==> src/rtl/systolic_pkg.sv <==
// ---------------------------------------------------------------------------
// systolic_pkg
// Definitions shared by the systolic MAC array and its feeder.
//   state_t     : feeder FSM states
//   DEF_D_W     : default operand width shared with the array
//   DEF_N       : default array dimension shared with the array
//   stream_len  : number of skewed replay steps for an N x N job (3N-2)
// ---------------------------------------------------------------------------
package systolic_pkg;

    localparam int DEF_D_W = 8;
    localparam int DEF_N   = 2;

    typedef enum logic [2:0] {
        IDLE,
        LOAD,
        STREAM,
        DRAIN,
        DONE
    } state_t;

    // The last operand pair k=N-1 reaches PE(N-1,N-1) at step (N-1)+(N-1)+(N-1).
    function automatic int stream_len(input int n);
        return 3 * n - 2;
    endfunction

endpackage

==> src/rtl/systolic_feeder_skew_mux.sv <==
// ---------------------------------------------------------------------------
// skew_mux
// Picks the element of one array lane for replay step t. Lane `lane` runs
// `lane` steps behind lane 0, so it shows element (t - lane) while that index
// lies inside 0..N-1, and zero otherwise.
// Ports:
//   lane_data  in   N*D_W   the lane's N elements, element i at [i*D_W +: D_W]
//   t          in   CNT_W   replay step
//   lane       in   CNT_W   lane index (row for x, column for y)
//   elem       out  D_W     selected element or zero
// ---------------------------------------------------------------------------
module skew_mux #(
    parameter int D_W   = 8,
    parameter int N     = 2,
    parameter int CNT_W = 3
) (
    input  logic [N*D_W-1:0] lane_data,
    input  logic [CNT_W-1:0] t,
    input  logic [CNT_W-1:0] lane,
    output logic [D_W-1:0]   elem
);

    logic [CNT_W-1:0] idx;

    // NOTE: every output of a combinational block gets a default first, so no
    // path through the block can leave it holding its old value (a latch).
    always_comb begin
        elem = '0;
        idx  = t - lane;
        // t >= lane guards the unsigned wrap of t - lane before the window starts.
        if (t >= lane && idx < CNT_W'(N)) begin
            elem = lane_data[idx*D_W +: D_W];
        end
    end

endmodule

==> src/rtl/systolic_feeder.sv <==
// ---------------------------------------------------------------------------
// systolic_feeder
// Upstream stage of the N x N systolic MAC array. Buffers one operand pair
// (A by rows, B by columns, one of each per load beat), replays them
// diagonally skewed onto the array inputs with an accumulator-clear pulse,
// and flags when the array outputs hold C = A*B.
//
// Optional build macro: FEEDER_JOB_CNT_EN adds a 16-bit wrapping count of
// finished jobs on job_cnt.
//
// Ports:
//   clk       in   1       clock
//   rst       in   1       synchronous reset, active low
//   in_valid  in   1       load beat valid
//   in_ready  out  1       beat accepted when in_valid && in_ready
//   in_a_row  in   N*D_W   row k of A, element j at [j*D_W +: D_W]
//   in_b_col  in   N*D_W   column k of B, element j (= B[j][k]) at [j*D_W +: D_W]
//   x_flat    out  N*D_W   array row inputs, row r at [(r+1)*D_W-1 -: D_W]
//   y_flat    out  N*D_W   array column inputs, column c at [(c+1)*D_W-1 -: D_W]
//   init      out  1       accumulator clear, high on the first replay step
//   busy      out  1       high whenever the FSM is not IDLE
//   done      out  1       one-cycle pulse, array z_flat holds the product
//   job_cnt   out  16      finished-job count (FEEDER_JOB_CNT_EN only)
// ---------------------------------------------------------------------------
module systolic_feeder
    import systolic_pkg::*;
#(
    parameter int D_W     = DEF_D_W,
    parameter int N       = DEF_N,
    parameter int MAC_LAT = 1
) (
    input  logic             clk,
    input  logic             rst,
    input  logic             in_valid,
    output logic             in_ready,
    input  logic [N*D_W-1:0] in_a_row,
    input  logic [N*D_W-1:0] in_b_col,
    output logic [N*D_W-1:0] x_flat,
    output logic [N*D_W-1:0] y_flat,
    output logic             init,
    output logic             busy,
    output logic             done
`ifdef FEEDER_JOB_CNT_EN
    ,
    output logic [15:0]      job_cnt
`endif
);

    localparam int CNT_W  = $clog2(3 * N);
    localparam int IDX_W  = $clog2(N);
    localparam int LAST_T = stream_len(N) - 1;
    localparam int DR_W   = (MAC_LAT > 1) ? $clog2(MAC_LAT) : 1;

    state_t           state, state_nxt;
    logic [CNT_W-1:0] beat, beat_nxt;
    logic [CNT_W-1:0] t, t_nxt;
    logic [DR_W-1:0]  drain, drain_nxt;
    logic             accept;

    // Operand buffers: a_buf[r] holds row r of A, b_buf[c] holds column c of B,
    // so each entry is exactly the element sequence one array lane consumes.
    logic [N*D_W-1:0] a_buf [N];
    logic [N*D_W-1:0] b_buf [N];
    logic [N*D_W-1:0] x_next, y_next;

    assign in_ready = (state == IDLE) || (state == LOAD);
    assign busy     = (state != IDLE);
    assign done     = (state == DONE);
    assign accept   = in_valid && in_ready;

    // ------------------------------------------------------------------ FSM
    always_comb begin
        state_nxt = state;
        beat_nxt  = beat;
        t_nxt     = t;
        drain_nxt = drain;
        unique case (state)
            IDLE: begin
                if (accept) begin
                    state_nxt = LOAD;
                    beat_nxt  = CNT_W'(1);
                end
            end
            LOAD: begin
                if (accept) begin
                    if (beat == CNT_W'(N - 1)) begin
                        state_nxt = STREAM;
                        beat_nxt  = '0;
                        t_nxt     = '0;
                    end else begin
                        beat_nxt = beat + 1'b1;
                    end
                end
            end
            STREAM: begin
                if (t == CNT_W'(LAST_T)) begin
                    t_nxt     = '0;
                    drain_nxt = '0;
                    state_nxt = (MAC_LAT == 0) ? DONE : DRAIN;
                end else begin
                    t_nxt = t + 1'b1;
                end
            end
            DRAIN: begin
                if (drain == DR_W'(MAC_LAT - 1)) begin
                    state_nxt = DONE;
                end else begin
                    drain_nxt = drain + 1'b1;
                end
            end
            DONE: begin
                // A beat offered here is ignored: in_ready is low in DONE.
                state_nxt = IDLE;
            end
            default: begin
                state_nxt = IDLE;
            end
        endcase
    end

    // ------------------------------------------------------- skewed lanes
    // Lanes are evaluated for the step being entered, so the registered
    // outputs carry step t's values during step t.
    for (genvar r = 0; r < N; r++) begin : g_x_lane
        skew_mux #(.D_W(D_W), .N(N), .CNT_W(CNT_W)) u_x_mux (
            .lane_data (a_buf[r]),
            .t         (t_nxt),
            .lane      (CNT_W'(r)),
            .elem      (x_next[r*D_W +: D_W])
        );
    end

    for (genvar c = 0; c < N; c++) begin : g_y_lane
        skew_mux #(.D_W(D_W), .N(N), .CNT_W(CNT_W)) u_y_mux (
            .lane_data (b_buf[c]),
            .t         (t_nxt),
            .lane      (CNT_W'(c)),
            .elem      (y_next[c*D_W +: D_W])
        );
    end

    // ------------------------------------------------------ state and outputs
    // NOTE: sequential state uses non-blocking assignments so every register
    // samples pre-edge values, independent of statement order.
    always_ff @(posedge clk) begin
        if (!rst) begin
            state  <= IDLE;
            beat   <= '0;
            t      <= '0;
            drain  <= '0;
            x_flat <= '0;
            y_flat <= '0;
            init   <= 1'b0;
        end else begin
            state  <= state_nxt;
            beat   <= beat_nxt;
            t      <= t_nxt;
            drain  <= drain_nxt;
            x_flat <= (state_nxt == STREAM) ? x_next : '0;
            y_flat <= (state_nxt == STREAM) ? y_next : '0;
            // Entering STREAM is the step-0 edge: clear the accumulators once.
            init   <= (state == LOAD) && (state_nxt == STREAM);
        end
    end

    // Step 0 only needs element 0 of lane 0, which was stored by beat 0, so
    // the last beat can be written on the same edge that starts the replay.
    // NOTE: the operand buffers carry no reset; their contents are only read
    // after a full load has overwritten every entry.
    always_ff @(posedge clk) begin
        if (accept) begin
            a_buf[beat[IDX_W-1:0]] <= in_a_row;
            b_buf[beat[IDX_W-1:0]] <= in_b_col;
        end
    end

`ifdef FEEDER_JOB_CNT_EN
    always_ff @(posedge clk) begin
        if (!rst) begin
            job_cnt <= '0;
        end else if (state == DONE) begin
            job_cnt <= job_cnt + 16'd1;
        end
    end
`endif

endmodule

==> config.mk <==
export PLATFORM = sky130hd
export DESIGN_NAME = systolic_feeder
export DESIGN_NICKNAME = d
export VERILOG_FILES = /design/src/rtl/systolic_pkg.sv /design/src/rtl/systolic_feeder_skew_mux.sv /design/src/rtl/systolic_feeder.sv
export SDC_FILE = /design/constraint.sdc
export NUM_CORES = 1
export LEC_CHECK = 0
export CAP_MARGIN = 20
export CORE_UTILIZATION = 50
export DETAILED_ROUTE_END_ITERATION = 12
export PLACE_DENSITY = 0.75
export SLEW_MARGIN = 40
export SYNTH_ARGS = -nofsm -noshare
export SYNTH_HDL_FRONTEND = slang
export SYNTH_SLANG_ARGS = --single-unit
==> constraint.sdc <==
create_clock -name clk -period 3.7 [get_ports clk]
set_clock_uncertainty 0.15 [all_clocks]
set_input_delay 0.555 -clock clk [delete_from_list [all_inputs] [get_ports clk]]
set_output_delay 0.555 -clock clk [all_outputs]
set_load 0.005 [all_outputs]
==> flow_summary.toml, run 1 <==
[status]
outcome = "finished clean"

[layout]
diodes = 0
final_common_cell = "clkdlybuf4s50_1"
multi_input_area_um2 = 1201
fillers = 605
seqCellArea_um2 = 2763
layout_common_cells = "clkdlybuf4s50_1, edfxtp_1, dfxtp_1, o21ai_0, nand3_1"
finalNetCount = 399
drive_above_1_share_pct = 15.57
fin_cells = 468
fin_util_pct = 65.02
syn_to_final_growth_pct = 24.60

[timing]
clock.fmax_ghz = 0.3321
hold_ws_ps = 386.7
min_period_over_period_pct = 81.39
worst_pin_slew_ps = 782.6
tns_ps = 0
relSlewSlack_pct = 47.83
period_minus_slack_ps = 3011
hold_viol_final = 0
slew_violations = 0
rsz0062_at_grt = "false"
setup_viol = 0

[grt]
grt_pass1_vias = 2615
overflow = 0
grt_max_degree = 33
grt_first_pass_wirelength_um = 13540
antenna_found_initial = 0
grt_usage_pct = 21.32

[cts]
clkLatencyLatePin_ps = 360
cts_tree = "yes"
clkSlewWorstSetupHoldPaths_ps = 100
ctsResizeCount = 0
clockRootBuffer = "clkbuf_8"
clk_path_buf_depth = 2
holdBufCountCts = 0
cts_buffers = 9
htreeDepth = 3
clkSinkCount = 106
post_cts_buffers = 0

[yosys]
ys_types = 44
syn_nets = 331
ys_async_sr_fraction_pct = 0
ys_seq_area_share_pct = 67.81
syn_area_per_cell_um2 = 13.90
synth-main-ff-cell = "edfxtp_1"
netlist_area_um2 = 4074
ys.warnings.count = 0
synth_edf_count = 64
ys_ff_latch = 106
syn_inst = 293

[setup_path]
crit_path_end_kind = "flop"
cp-start-kind = "flop"
crit_required_ps = 3820
reg2reg_slack_ps = 690
critPathKind = "flop to flop"
reg2regPathDepth = 8
worstPathArrival_ps = 3130
crit_fanout = 12

[placement]
placed_cells = 452
port_buffers = 70
gp_congestion = 0.8392
dpl.hpwl_um = 5284

[power]
swShare_pct = 22.58
clkPwrFrac_pct = 33.3
p_seq_share_pct = 59.8
p_switching_mw = 0.4979
finalPower_mw = 2.205
internal_power_mw = 1.707
p_leak_nw = 1.707
power.density_nw_per_um2 = 434.4
power_frac_comb_pct = 7.0
ir_worst_vdd_uv = 263.2

[drt]
wl_per_cell_um = 18.23
post-route-drc-count = 0
ant_nets = 0
viasPerCell = 5.735
wirelength_um = 8532
drt_iter0_markers = 96
vias = 2684
drtPass1Iterations = 4

[floorplan]
dieArea_um2 = 8513
dieHeight_um = 92.27
ios = 71
core_area_um2 = 7807
fp.dieW_um = 92.27
std_cell_rows = 32
initial_core_util_pct = 52.18

[worst_hold_path]
hold_path_class = "flop to flop"
hold_path_depth = 2

[flow_run]
maxCapViolations = 0
==> area by class of cell <==
| class | instances | share of cell area [%] |
|---|---|---|
| sequential | 106 | 54.42 |
| multi-input combinational | 162 | 23.66 |
| timing repair buffer | 77 | 14.84 |
| clock buffer | 10 | 2.711 |
| tap | 102 | 2.514 |
| clock inverter | 6 | 1.479 |
| inverter | 5 | 0.3697 |
==> cell usage after synthesis, drive strengths merged (3+ instances only) <==
master,number,area [µm²]
and3,3,18.77
nand2b,3,18.77
inv,5,18.76
ha,3,37.54
nand2,5,18.77
a21oi,6,33.78
nor2,10,37.54
a211oi,33,347.8
dfxtp,42,840.8
buf,11,87.58
o21ai,34,170.2
nor3,3,15.01
nand3,33,165.2
nor3b,3,45.05
clkbuf,9,33.78
edfxtp,64,1922
==> routing by layer <==
metal,up-vias,track usage (%),part of all wire (%)
met2,72,35.95,51
met3,4,4.809,3.2
met4,0,5.859,0.69
met1,1344,27.69,45
met5,-,0,0
li1,1264,-,-
==> worst max-delay path, stage by stage (launching register included) <==
cell,delay (ps)
dfxtp_1,620
nor3b_4,440
mux2i_1,340
nand2b_1,200
ha_1,250
a311oi_1,340
nand4_2,160
buf_4,200
a211oi_1,210
==> state kept, by name (all words and copies together) (netlist names) <==
signal and count:
t 3, beat 3, x_flat 16, b_buf 32
y_flat 16, state 3, init 1, a_buf 32
==> path summary, 6_finish.rpt <==
path / from / end
min: b_buf[0][5] / y_flat[5]
max reg2reg: state[1] / x_flat[8]
min reg2reg: b_buf[0][5] / y_flat[5]
max: state[1] / x_flat[8]
==> power groups by stage <==
stage	clock (mW)	sequential, mW	combinational (mW)
after floorplan	0	1.34	0.0861
after global placement	0	1.34	0.149
after detailed placement	0	1.34	0.153
after CTS	0.747	1.32	0.154
after global routing	0.790	1.32	0.167
final	0.734	1.32	0.153
==> cell families after synthesis <==
group                    synth area share, %
AO/OA/AOI/OAI                          16.43
XOR/XNOR                              0.6144
adder cells (fa/ha/maj)               0.9215
buffers and inverters                  3.439
flip-flops                             67.81
multiplexers                          0.4914
AND/OR/NAND/NOR                        10.29
==> through the flow <==
step                      setup WS [ps]  instance area (µm²)
after detailed placement          426.9                 4863
after floorplan                   947.5                 4074
after global placement            628.2                 4851
after global routing              484.4                 5076
after CTS                         735.2                 5076
final                             688.6                 5076
No activity file was read; power rests on OpenSTA's default activity.
==> inputs of run 2 (changes only) <==
==> constraint.sdc (replaced) <==
create_clock -name clk -period 2.8 [get_ports clk]
set_clock_uncertainty 0.15 [all_clocks]
set_input_delay 0.42 -clock clk [delete_from_list [all_inputs] [get_ports clk]]
set_output_delay 0.42 -clock clk [all_outputs]
set_load 0.005 [all_outputs]
==> flow_summary.toml, run 2 (same netlist as run 1, synthesis figures left out) <==
[cts]
clkSinkCount = 106
clkLatencyLatePin_ps = 370
htreeDepth = 3
holdBufCountCts = 0
clk_path_buf_depth = 2
clockRootBuffer = "clkbuf_8"
post_cts_buffers = 0
clkSlewWorstSetupHoldPaths_ps = 90
cts_buffers = 9
cts_tree = "yes"
ctsResizeCount = 0

[layout]
fin_cells = 481
finalNetCount = 412
drive_above_1_share_pct = 17.94
final_common_cell = "clkdlybuf4s50_1"
syn_to_final_growth_pct = 26.60
layout_common_cells = "clkdlybuf4s50_1, edfxtp_1, dfxtp_1, o21ai_0, nand3_1"
diodes = 0

[timing]
setup_viol = 0
slew_violations = 0
worst_pin_slew_ps = 613.4
layout_setup_ws_ps = 234.6
period_minus_slack_ps = 2565
min_period_over_period_pct = 91.62
rsz0062_at_grt = "false"
relSlewSlack_pct = 59.11
hold_viol_final = 0
clock.fmax_ghz = 0.3898

[worst_hold_path]
hold_path_class = "flop to flop"
min_to = "x_flat[11]"
min_from = "a_buf[1][3]"
hold_path_depth = 2

[drt]
drtPass1Iterations = 4
viasPerCell = 5.674
wirelength_um = 8565
ant_nets = 0
drt_iter0_markers = 166
wl_per_cell_um = 17.81
post-route-drc-count = 0
vias = 2729

[setup_path]
crit_required_ps = 2930
critPathKind = "flop to flop"
crit_chain = "ha_1 > nand2b_1 > a31oi_4 > nand2_1 > ha_1 > a311oi_1 > nand4_2 > buf_4 > a211oi_1"
rr_endpoint = "x_flat[12]"
cp_common_cell = "ha_1"
critPathMaxStageDelay_ps = 470
crit_fanout = 8
reg2regPathDepth = 9
crit_family = "compound AO/OA/AOI/OAI gates"
cp-start-kind = "flop"
crit_path_end_kind = "flop"
worstPathArrival_ps = 2690
cp_num_buf_inv = 1
r2r-start = "t[0]"
crit_slowest_cell = "dfxtp_1"
reg2reg_slack_ps = 230

[power]
power.density_nw_per_um2 = 555.7
p_leak_nw = 1.763
ir_worst_vdd_uv = 292.4
finalPower_mw = 2.866

[placement]
placed_cells = 465
port_buffers = 70
gp_congestion = 0.8299
place_ws_ps = -72.98
dpl.hpwl_um = 5481

[floorplan]
initial_core_util_pct = 52.18
core_area_um2 = 7807
ios = 71
std_cell_rows = 32
fp.dieW_um = 92.27
dieHeight_um = 92.27
dieArea_um2 = 8513

[grt]
grt_first_pass_wirelength_um = 13590
grt_usage_pct = 21.25
overflow = 0
grt_max_degree = 33
grt_pass1_vias = 2637
antenna_found_initial = 0

[status]
outcome = "finished clean"

[flow_run]
maxCapViolations = 0
==> run 2: through the flow <==
stage                     utilization, %  hold WS (ps)  setup TNS (ps)  instance area (µm²)
after global routing               66.06         413.7               0                 5157
after CTS                          66.06         388.0               0                 5157
final                              66.06         382.2               0                 5157
after global placement             63.54         363.0               0                 4961
after detailed placement           63.54         370.1          -730.1                 4961
after floorplan                        -         324.5               0                 4074
==> run 2: area by class of cell <==
class / instances / area [µm²]
clock buffers: 11 / 152.6
clock inverters: 5 / 43.79
fillers: 607 / 2650
inverters: 5 / 18.77
multi-input cells: 162 / 1189
flip-flops and latches: 106 / 2763
well taps: 102 / 127.6
repair buffers: 90 / 863.3
==> run 2: how the worst max path moves through the flow <==
stage	from	end	slack, ps	cells past startpoint
global placement	in_valid	x_flat[11]	20	9
floorplan	state[2]	a_buf[0][0]	50	4
detailed placement	in_valid	y_flat[10]	-70	9
CTS	t[0]	y_flat[13]	270	9
finish	t[0]	x_flat[12]	230	9
global route	state[0]	y_flat[13]	20	8
==> run 2: worst register-to-register path, delay by kind of cell (launching register included) <==
| kind | cells | cell delay [ps] |
|---|---|---|
| adders and majority gates | 2 | 610 |
| buffers and inverters | 1 | 190 |
| AOI/OAI and AO/OA | 3 | 650 |
| DFF | 1 | 470 |
| and+or+nand+nor | 3 | 400 |
==> run 2: layer usage <==
metal	global-route usage [%]	up-vias	share of wire [%]
met5	0	-	0
met4	8.854	0	2.0
met1	28.22	1345	43
met2	35.01	87	51
met3	3.068	13	3.9
li1	-	1284	-
==> run 2: power breakdown <==
group | leakage (nW) | total, mW | switching (mW) | internal, mW
Combinational | 0.731 | 0.219 | 0.120 | 0.0988
Clock | 0.0932 | 0.910 | 0.521 | 0.389
Sequential | 0.939 | 1.74 | 0.0183 | 1.72
